<file path="src/rtl/mem_stage.sv">
// mem_stage: memory-access/writeback stage with byte RAM, jump redirect and sticky halt.
// Define MEM_RESET_CLEAR_EN to have rst clear every memory byte to 0x00.
module mem_stage #(
    parameter int DEPTH   = 256,
    parameter int MEM_LAT = 2
) (
    input  logic       clk,
    input  logic       rst,
    input  logic       in_valid,
    output logic       in_ready,
    input  logic [7:0] instr,
    input  logic [7:0] alu_result,
    input  logic [7:0] write_data,
    input  logic [7:0] pc_alu,
    output logic       out_valid,
    input  logic       out_ready,
    output logic       wb_en,
    output logic [1:0] wb_reg,
    output logic [7:0] wb_data,
    output logic       redirect_valid,
    output logic [7:0] redirect_pc,
    output logic       halted
);
    localparam int AW = $clog2(DEPTH);

    typedef enum logic [1:0] {IDLE, MEM, OUT} state_t;

    state_t          state_q, state_d;
    logic [2:0]      cnt_q, cnt_d;
    logic [7:0]      instr_q, wb_q, wdata_q, pc_q;
    logic            halted_q;
    logic [7:0]      mem_q [DEPTH];
    logic [1:0]      op, sub;
    logic [AW-1:0]   addr;
    logic            accept, retire, mem_done, mem_we, in_mem;

    assign op       = instr_q[7:6];
    assign sub      = instr_q[5:4];
    assign addr     = wb_q[AW-1:0];
    assign in_mem   = instr[7:6] == 2'b01 && (instr[5:4] == 2'b01 || instr[5:4] == 2'b10);
    assign mem_done = state_q == MEM && cnt_q == '0;
    assign mem_we   = mem_done && op == 2'b01 && sub == 2'b10 && !rst;

    always_comb begin
        state_d        = state_q;
        cnt_d          = cnt_q;
        // A retiring HALT must not let a younger packet slip in behind it.
        in_ready       = !halted_q && (state_q == IDLE || (state_q == OUT && out_ready && op != 2'b11));
        accept         = in_valid && in_ready;
        out_valid      = state_q == OUT;
        retire         = out_valid && out_ready;
        wb_en          = out_valid && (op == 2'b00 || (op == 2'b01 && sub != 2'b10));
        wb_reg         = instr_q[3:2];
        wb_data        = wb_q;
        redirect_valid = out_valid && op == 2'b10;
        redirect_pc    = pc_q;
        halted         = halted_q;
        if (accept) begin
            state_d = in_mem ? MEM : OUT;
            cnt_d   = 3'(MEM_LAT - 1);
        end else if (retire) begin
            state_d = IDLE;
        end else if (state_q == MEM) begin
            state_d = cnt_q == '0 ? OUT : MEM;
            cnt_d   = cnt_q == '0 ? cnt_q : cnt_q - 3'd1;
        end
    end

    always_ff @(posedge clk or posedge rst) begin
        if (rst) begin
            state_q <= IDLE;
            cnt_q   <= '0;
        end else begin
            state_q <= state_d;
            cnt_q   <= cnt_d;
        end
    end

    // wb_q holds the ALU result, doubling as the address until a load overwrites it.
    always_ff @(posedge clk or posedge rst) begin
        if (rst) begin
            instr_q  <= '0;
            wb_q     <= '0;
            wdata_q  <= '0;
            pc_q     <= '0;
            halted_q <= 1'b0;
        end else begin
            halted_q <= halted_q | (retire && op == 2'b11);
            if (accept) begin
                instr_q <= instr;
                wb_q    <= alu_result;
                wdata_q <= write_data;
                pc_q    <= pc_alu;
            end else if (mem_done && op == 2'b01 && sub == 2'b01) begin
                wb_q <= mem_q[addr];
            end
        end
    end

`ifdef MEM_RESET_CLEAR_EN
    always_ff @(posedge clk or posedge rst) begin
        if (rst) begin
            for (int i = 0; i < DEPTH; i++) mem_q[i] <= '0;
        end else if (mem_we) begin
            mem_q[addr] <= wdata_q;
        end
    end
`else
    always_ff @(posedge clk) begin
        if (mem_we) mem_q[addr] <= wdata_q;
    end
`endif
endmodule

</file>
<file path="config.mk">
export PLATFORM = sky130hd
export DESIGN_NAME = mem_stage
export DESIGN_NICKNAME = d
export VERILOG_FILES = /design/src/rtl/mem_stage.sv
export SDC_FILE = /design/constraint.sdc
export NUM_CORES = 2
export LEC_CHECK = 0
export BUFFER_PORTS_ARGS = -buffer_cell sky130_fd_sc_hd__buf_2
export CORE_MARGIN = 10
export CORE_UTILIZATION = 40
export CTS_CLUSTER_DIAMETER = 120
export DETAILED_ROUTE_END_ITERATION = 12
export GPL_ROUTABILITY_DRIVEN = 0
export HOLD_SLACK_MARGIN = 0.06
export PLACE_DENSITY_LB_ADDON = 0.12
export SLEW_MARGIN = 20
export SYNTH_ARGS = -nofsm -noshare
export SYNTH_HDL_FRONTEND = slang
export SYNTH_SLANG_ARGS = --single-unit
</file>
<file path="constraint.sdc">
create_clock -name clk -period 6.79 [get_ports clk]
set_input_delay 1.358 -clock clk [delete_from_list [all_inputs] [get_ports clk]]
set_output_delay 1.358 -clock clk [all_outputs]
set_load 0.05 [all_outputs]
</file>
==> Word-level counts from Yosys, hierarchy flattened <==
Memories as Yosys holds them, arrays and structs flattened.
Index checks and enable logic that the tools add are counted.
{ "word_totals": {"ff_bits": 38, "latch_bits": 0, "mem_bits_rw": 2048, "rom_bits": 0, "inputBits": 36, "out_inout_bits": 23, "elab_cells": 63, "memories": 1} }
{ "classes": {"n_addsub": 1, "multipliers": 0, "div": 0, "magnitude_cmp": 0, "n_eq_ne": 14, "shifts": 0, "n_mux": 13, "bitwise": 1, "reduce_logical": 26} }
{ "mem_list": {"columns": ["memory", "depth", "word_bits", "rd", "rd_clocked_by_memory_dff", "wr", "line_no", "source"], "rows": [
  ["mem_q", 256, 8, 1, 0, 1, "32", "logic [7:0] mem_q [DEPTH];"]
]} }
{ "ops": {"columns": ["operator", "n"], "rows": [
  ["$mux 8", 2],
  ["$logic_and 1x1->1", 14],
  ["$mux 3", 4],
  ["$eq 2x1->1 const B", 5],
  ["$eq 2x2->1 const B", 5],
  ["$mux 2", 5],
  ["$ne 2x2->1 const B", 4],
  ["$logic_not 2->1", 2],
  ["$reduce_bool 2->1", 2],
  ["$logic_not 3->1", 1],
  ["$logic_or 1x1->1", 3],
  ["$reduce_and 3->1", 1],
  ["$reduce_bool 3->1", 1],
  ["$sub 3x1->3 const B", 1],
  ["$logic_not 1->1", 2],
  ["$mux 1", 2],
  ["$or 1x1->1", 1]
]} }

==> Longest topological paths before layout <==
{ "depth": {"depth_word": 8, "mapped_depth": 12, "ltp_nobuf": 10} }

==> Worst setup path before layout <==
OpenSTA, ideal clock, no wires.
{ "synth_timing": {"kind": "input to output", "startpoint": "in out_ready", "endpoint": "out in_ready", "arrival_ps": 2689, "required_ps": 5432, "path_slack_ps": 2743, "stages": 2, "path_buffers": 0, "path_cell_list": "nand2_1 a211oi_1"} }
{ "synth_via": {"elab_chain_len": 4} }
{ "synth_rtl": {"columns": ["item", "line_no", "source"], "rows": [
  ["start, declared", "16", "input logic out_ready,"],
  ["$logic_and 1x1->1 (2 in a row)", "48", "in_ready = !halted_q && (state_q == IDLE || (state_q == OUT && out_ready && op != 2'b11));"],
  ["$logic_or 1x1->1", "48", null],
  ["$logic_and 1x1->1", "48", null],
  ["end, declared", "10", "output logic in_ready,"]
]} }
Every way passes these cells.

==> Final worst setup path <==
{ "layout_timing": {"startpoint": "reg wb_q[0] (netlist: wb_data[0])", "endpoint": "out wb_data[0]"} }
{ "layout_rtl": {"columns": ["item", "line_no", "source"], "rows": [
  ["start, declared", "30", "logic [7:0] instr_q, wb_q, wdata_q, pc_q;"],
  ["start signal, assigned", "91", "wb_q <= alu_result;"],
  ["start signal, assigned", "95", "wb_q <= mem_q[addr];"],
  ["end, declared", "19", "output logic [7:0] wb_data,"]
]} }
No word-level cell between the ends.

==> summary by stage <==
Synthesis
Of all cell types, the one taking the most synthesized area is sky130_fd_sc_hd__edfxtp_1. Counting flops with a built-in enable in the synthesized netlist gives approximately 2,000. The sequential area share after synthesis is 0.762.

The post-synthesis instance total is ~4,000. Ranked by total cell area, the synthesized netlist is headed by sky130_fd_sc_hd__edfxtp_1 75%, sky130_fd_sc_hd__mux4_2 9.8%, sky130_fd_sc_hd__mux2i_1 3.2%. The net count after synthesis is between 4,000 and 5,000.

Yosys printed 0 warnings. Averaged over all synthesized cells, the footprint is between 20 and 25 um^2. The number of library cell types mapped by synthesis is 75. Of the post-synthesis cell area, the dominant cell type holds 0.751. Yosys instantiated no cell more often than sky130_fd_sc_hd__edfxtp_1. The async set-or-reset flop fraction in the synthesized netlist is 0.0173. The commonest cells after synthesis are 2,048 x sky130_fd_sc_hd__edfxtp_1, 357 x sky130_fd_sc_hd__mux4_2, 307 x sky130_fd_sc_hd__nor2_1, 262 x sky130_fd_sc_hd__mux2i_1, 173 x sky130_fd_sc_hd__nand2_1. The most used flip-flop cell after synthesis is sky130_fd_sc_hd__edfxtp_1. After synthesis the cells add up to a little over 0.08 mm^2. The number of storage elements in the synthesis netlist is roughly 2,100.

Pwr
For this design the ratio of total power to cell area is ~430 mW/mm^2. The share of total power dissipated in sequential elements is 0.429. The analysis attributes to cell leakage a power of approximately 29 nW. VDD sags by at most 404 uV. Of the total power, the share spent switching nets is 0.334.

The share of total power in combinational logic is 0.281. The net switching power is 13.1 mW. The clock network fraction of design power is 0.291. Cell internal power was estimated by the tool at about 26 mW.

Placed design
The count of input and output buffers is 56. The number of cells after detailed placement is around 6,600. After legalization and detailed placement, the total HPWL measured around 140 mm. After detailed placement, the total cell area comes to around 0.085 mm^2.

Finish
After routing the design area is 0.0914 mm^2. The relative area change from synthesis to final layout is 11.6%. The final instance count without filler cells is ~7,000. In the final layout, the share of cells above drive strength 1 is 0.196. The final layout contains between 4,000 and 5,000 nets. The final core area utilization is 0.448.

The filler cells instantiated in the layout total between 15,000 and 20,000.

STA
For the pin with the worst max-slew slack, the measured transition is roughly 1.2 ns. The hold violation count in the final report was 0. The final period demand of the worst path is 4.73 ns.

The highest clock rate is 211 MHz. The number of pins exceeding their max-slew limit in the final report is 0. After routing, the total negative slack on setup checks comes to 0 ns. Setup violations remaining at the end of the flow were counted as 0. For the final database, setup skew stands at 0.0269 ns. The max-slew headroom at the worst pin is 0.201.

The share of the clock period used by the worst path after layout is 0.697. Setup repair after global routing left no endpoint under its margin.

Clock tree
The total setup buffers inserted after CTS is 0. The number of H-tree levels is 4. Hold repair after CTS inserted 0 buffers. The CTS root buffer is sky130_fd_sc_hd__clkbuf_16. Clock latency on the worst-skew pair, taken at its later pin, is 0.84 ns. The worst-case clock buffer depth is 3. The total CTS buffers is 215. Post-CTS repair changed the size of 0 cells. Clock tree synthesis found a total of 2,084 sinks.

TritonCTS built the clock tree. The clock edge transition at the registers on the reported setup and hold paths is approximately 0.06 ns.

Floorplanning
The die area is roughly 0.22 mm^2. The initial utilization of the core area, before any placement, comes to 0.401. The width of the chip is about 470 um. The total area inside the core boundary comes to 0.204 mm^2. The vertical extent of the die is 473 um. The floorplan has roughly 170 rows.

The I/O pin count is 59.

GRT
The number of global-route vias before repair is between 30,000 and 40,000. The first global-routing pass estimated about 320 mm of wire. The total overflow left after global routing is 0.

The initial antenna violation count is 5. In the global route stage, overall resource usage came out at 0.197. The pin count of the biggest net entering global routing is around 200.

Route
In the routed design, unresolved DRC markers number 0. The routed design has 224 mm of wire. The count of nets left with antenna violations once routing finished came out at 0. The number of iterations in the first detailed-routing pass is 5.

The number of DRC markers in iteration 0 is approximately 3,900. The detailed-route via count is just under 40,000. After detailed routing, the number of vias per cell comes to between 5 and 6. After detailed routing, the average wire length per cell comes to roughly 32 um.

Worst setup path
The arrival time at the worst endpoint is 3.37 ns. The worst setup path is captured at an output port. STA puts the critical path data required time at between 5 and 6 ns. The setup path with the least slack is of type reg -> out. In this run the worst path has a maximum fanout of 70. The worst setup path is launched from a flop.

Outcome
The run finished with clean final reports.

Flow run
The total of max-cap violations is 0.

Hold path
In this run the worst hold path is classified as reg -> reg.
## cell type report
| type | instances | area (um^2) | area share |
|---|---|---|---|
| Tap cell | 2688 | 3360 | 0.0368 |
| Clock buffer | 290 | 5820 | 0.0636 |
| Sequential cell | 2084 | 62400 | 0.683 |
| Antenna cell | 3 | 7.51 | 0.0000821 |
| Inverter | 10 | 37.5 | 0.000410 |
| Clock inverter | 103 | 890 | 0.00973 |
| Multi-Input combinational cell | 1681 | 17800 | 0.195 |
| Timing Repair Buffer | 140 | 1090 | 0.0119 |
## cell families after synthesis
logic type,synth area share
AOI/OAI and AO/OA,0.0282
muxes,0.151
and+or+nand+nor,0.0363
buffers and inverters,0.0220
DFF,0.762
xor gates and xnor gates,0.000214
adders and majority gates,0.000305
## power groups by stage
stage               Combinational, mW  Clock (mW)  Sequential [mW]
finish                           11.0        11.4             16.8
global route                     11.6        12.1             16.8
CTS                              11.1        11.6             16.8
detailed placement               11.1           0             17.1
global placement                 11.1           0             17.0
floorplan                        6.36           0             17.7
## through the flow
stage / worst slack (ns) / hold slack [ns] / power, mW
final: 2.06 / 0.473 / 39.2
after detailed placement: 1.98 / 0.465 / 28.2
after CTS: 1.87 / 0.480 / 39.6
after floorplan: 2.74 / 0.447 / 24.0
after global routing: 1.76 / 0.493 / 40.6
after global placement: 1.95 / 0.459 / 28.1
## placed cells by master, fill, tap and decap left out, drive strengths merged, types with 10 or more instances in the layout
cell type	n
nand3	50
nor2b	11
o21ai	23
mux4	420
buf	140
a221oi	13
inv	16
a21oi	24
nor2	307
a22oi	68
a31oi	11
clkinv	80
o22ai	106
o221ai	16
nand4	17
nand2	173
mux2i	262
edfxtp	2048
or4	10
nand2b	16
dfrtp	36
nor3	22
clkbuf	290
o22a	15
bufinv	14
## state kept, by name (all words and copies together), names as in the netlist
name	count
state_q	2
redirect_pc	8
wdata_q	8
mem_q	2048
wb_data	8
halted	1
cnt_q	3
instr_q	6
## critical path: stages, from the launching register on
cell and delay (ns):
sky130_fd_sc_hd__dfrtp_4 0.81, sky130_fd_sc_hd__buf_12 0.48, sky130_fd_sc_hd__buf_4 0.77, sky130_fd_sc_hd__buf_2 0.40
## layer usage
metal	up-vias	global-route usage	part of all wire
met4	0	0.0566	0.028
met2	1260	0.307	0.47
met5	-	0	0
li1	16863	-	-
met1	21367	0.286	0.45
met3	264	0.0344	0.060
## worst paths after layout
kind                                 from        endpoint  slack [ns]  cells after the start
setup reg to reg                 cnt_q[0]   mem_q[179][4]        2.06                      9
hold / removal             redirect_pc[5]  redirect_pc[5]        0.47                      2
hold reg to reg            redirect_pc[5]  redirect_pc[5]        0.47                      2
setup / recovery               wb_data[0]      wb_data[0]        2.06                      3
min in group asynchronous             rst      wdata_q[5]        0.78                      2
max in group asynchronous             rst      wb_data[1]        5.28                      2
Note: power is estimated with default switching activity, not from simulation.
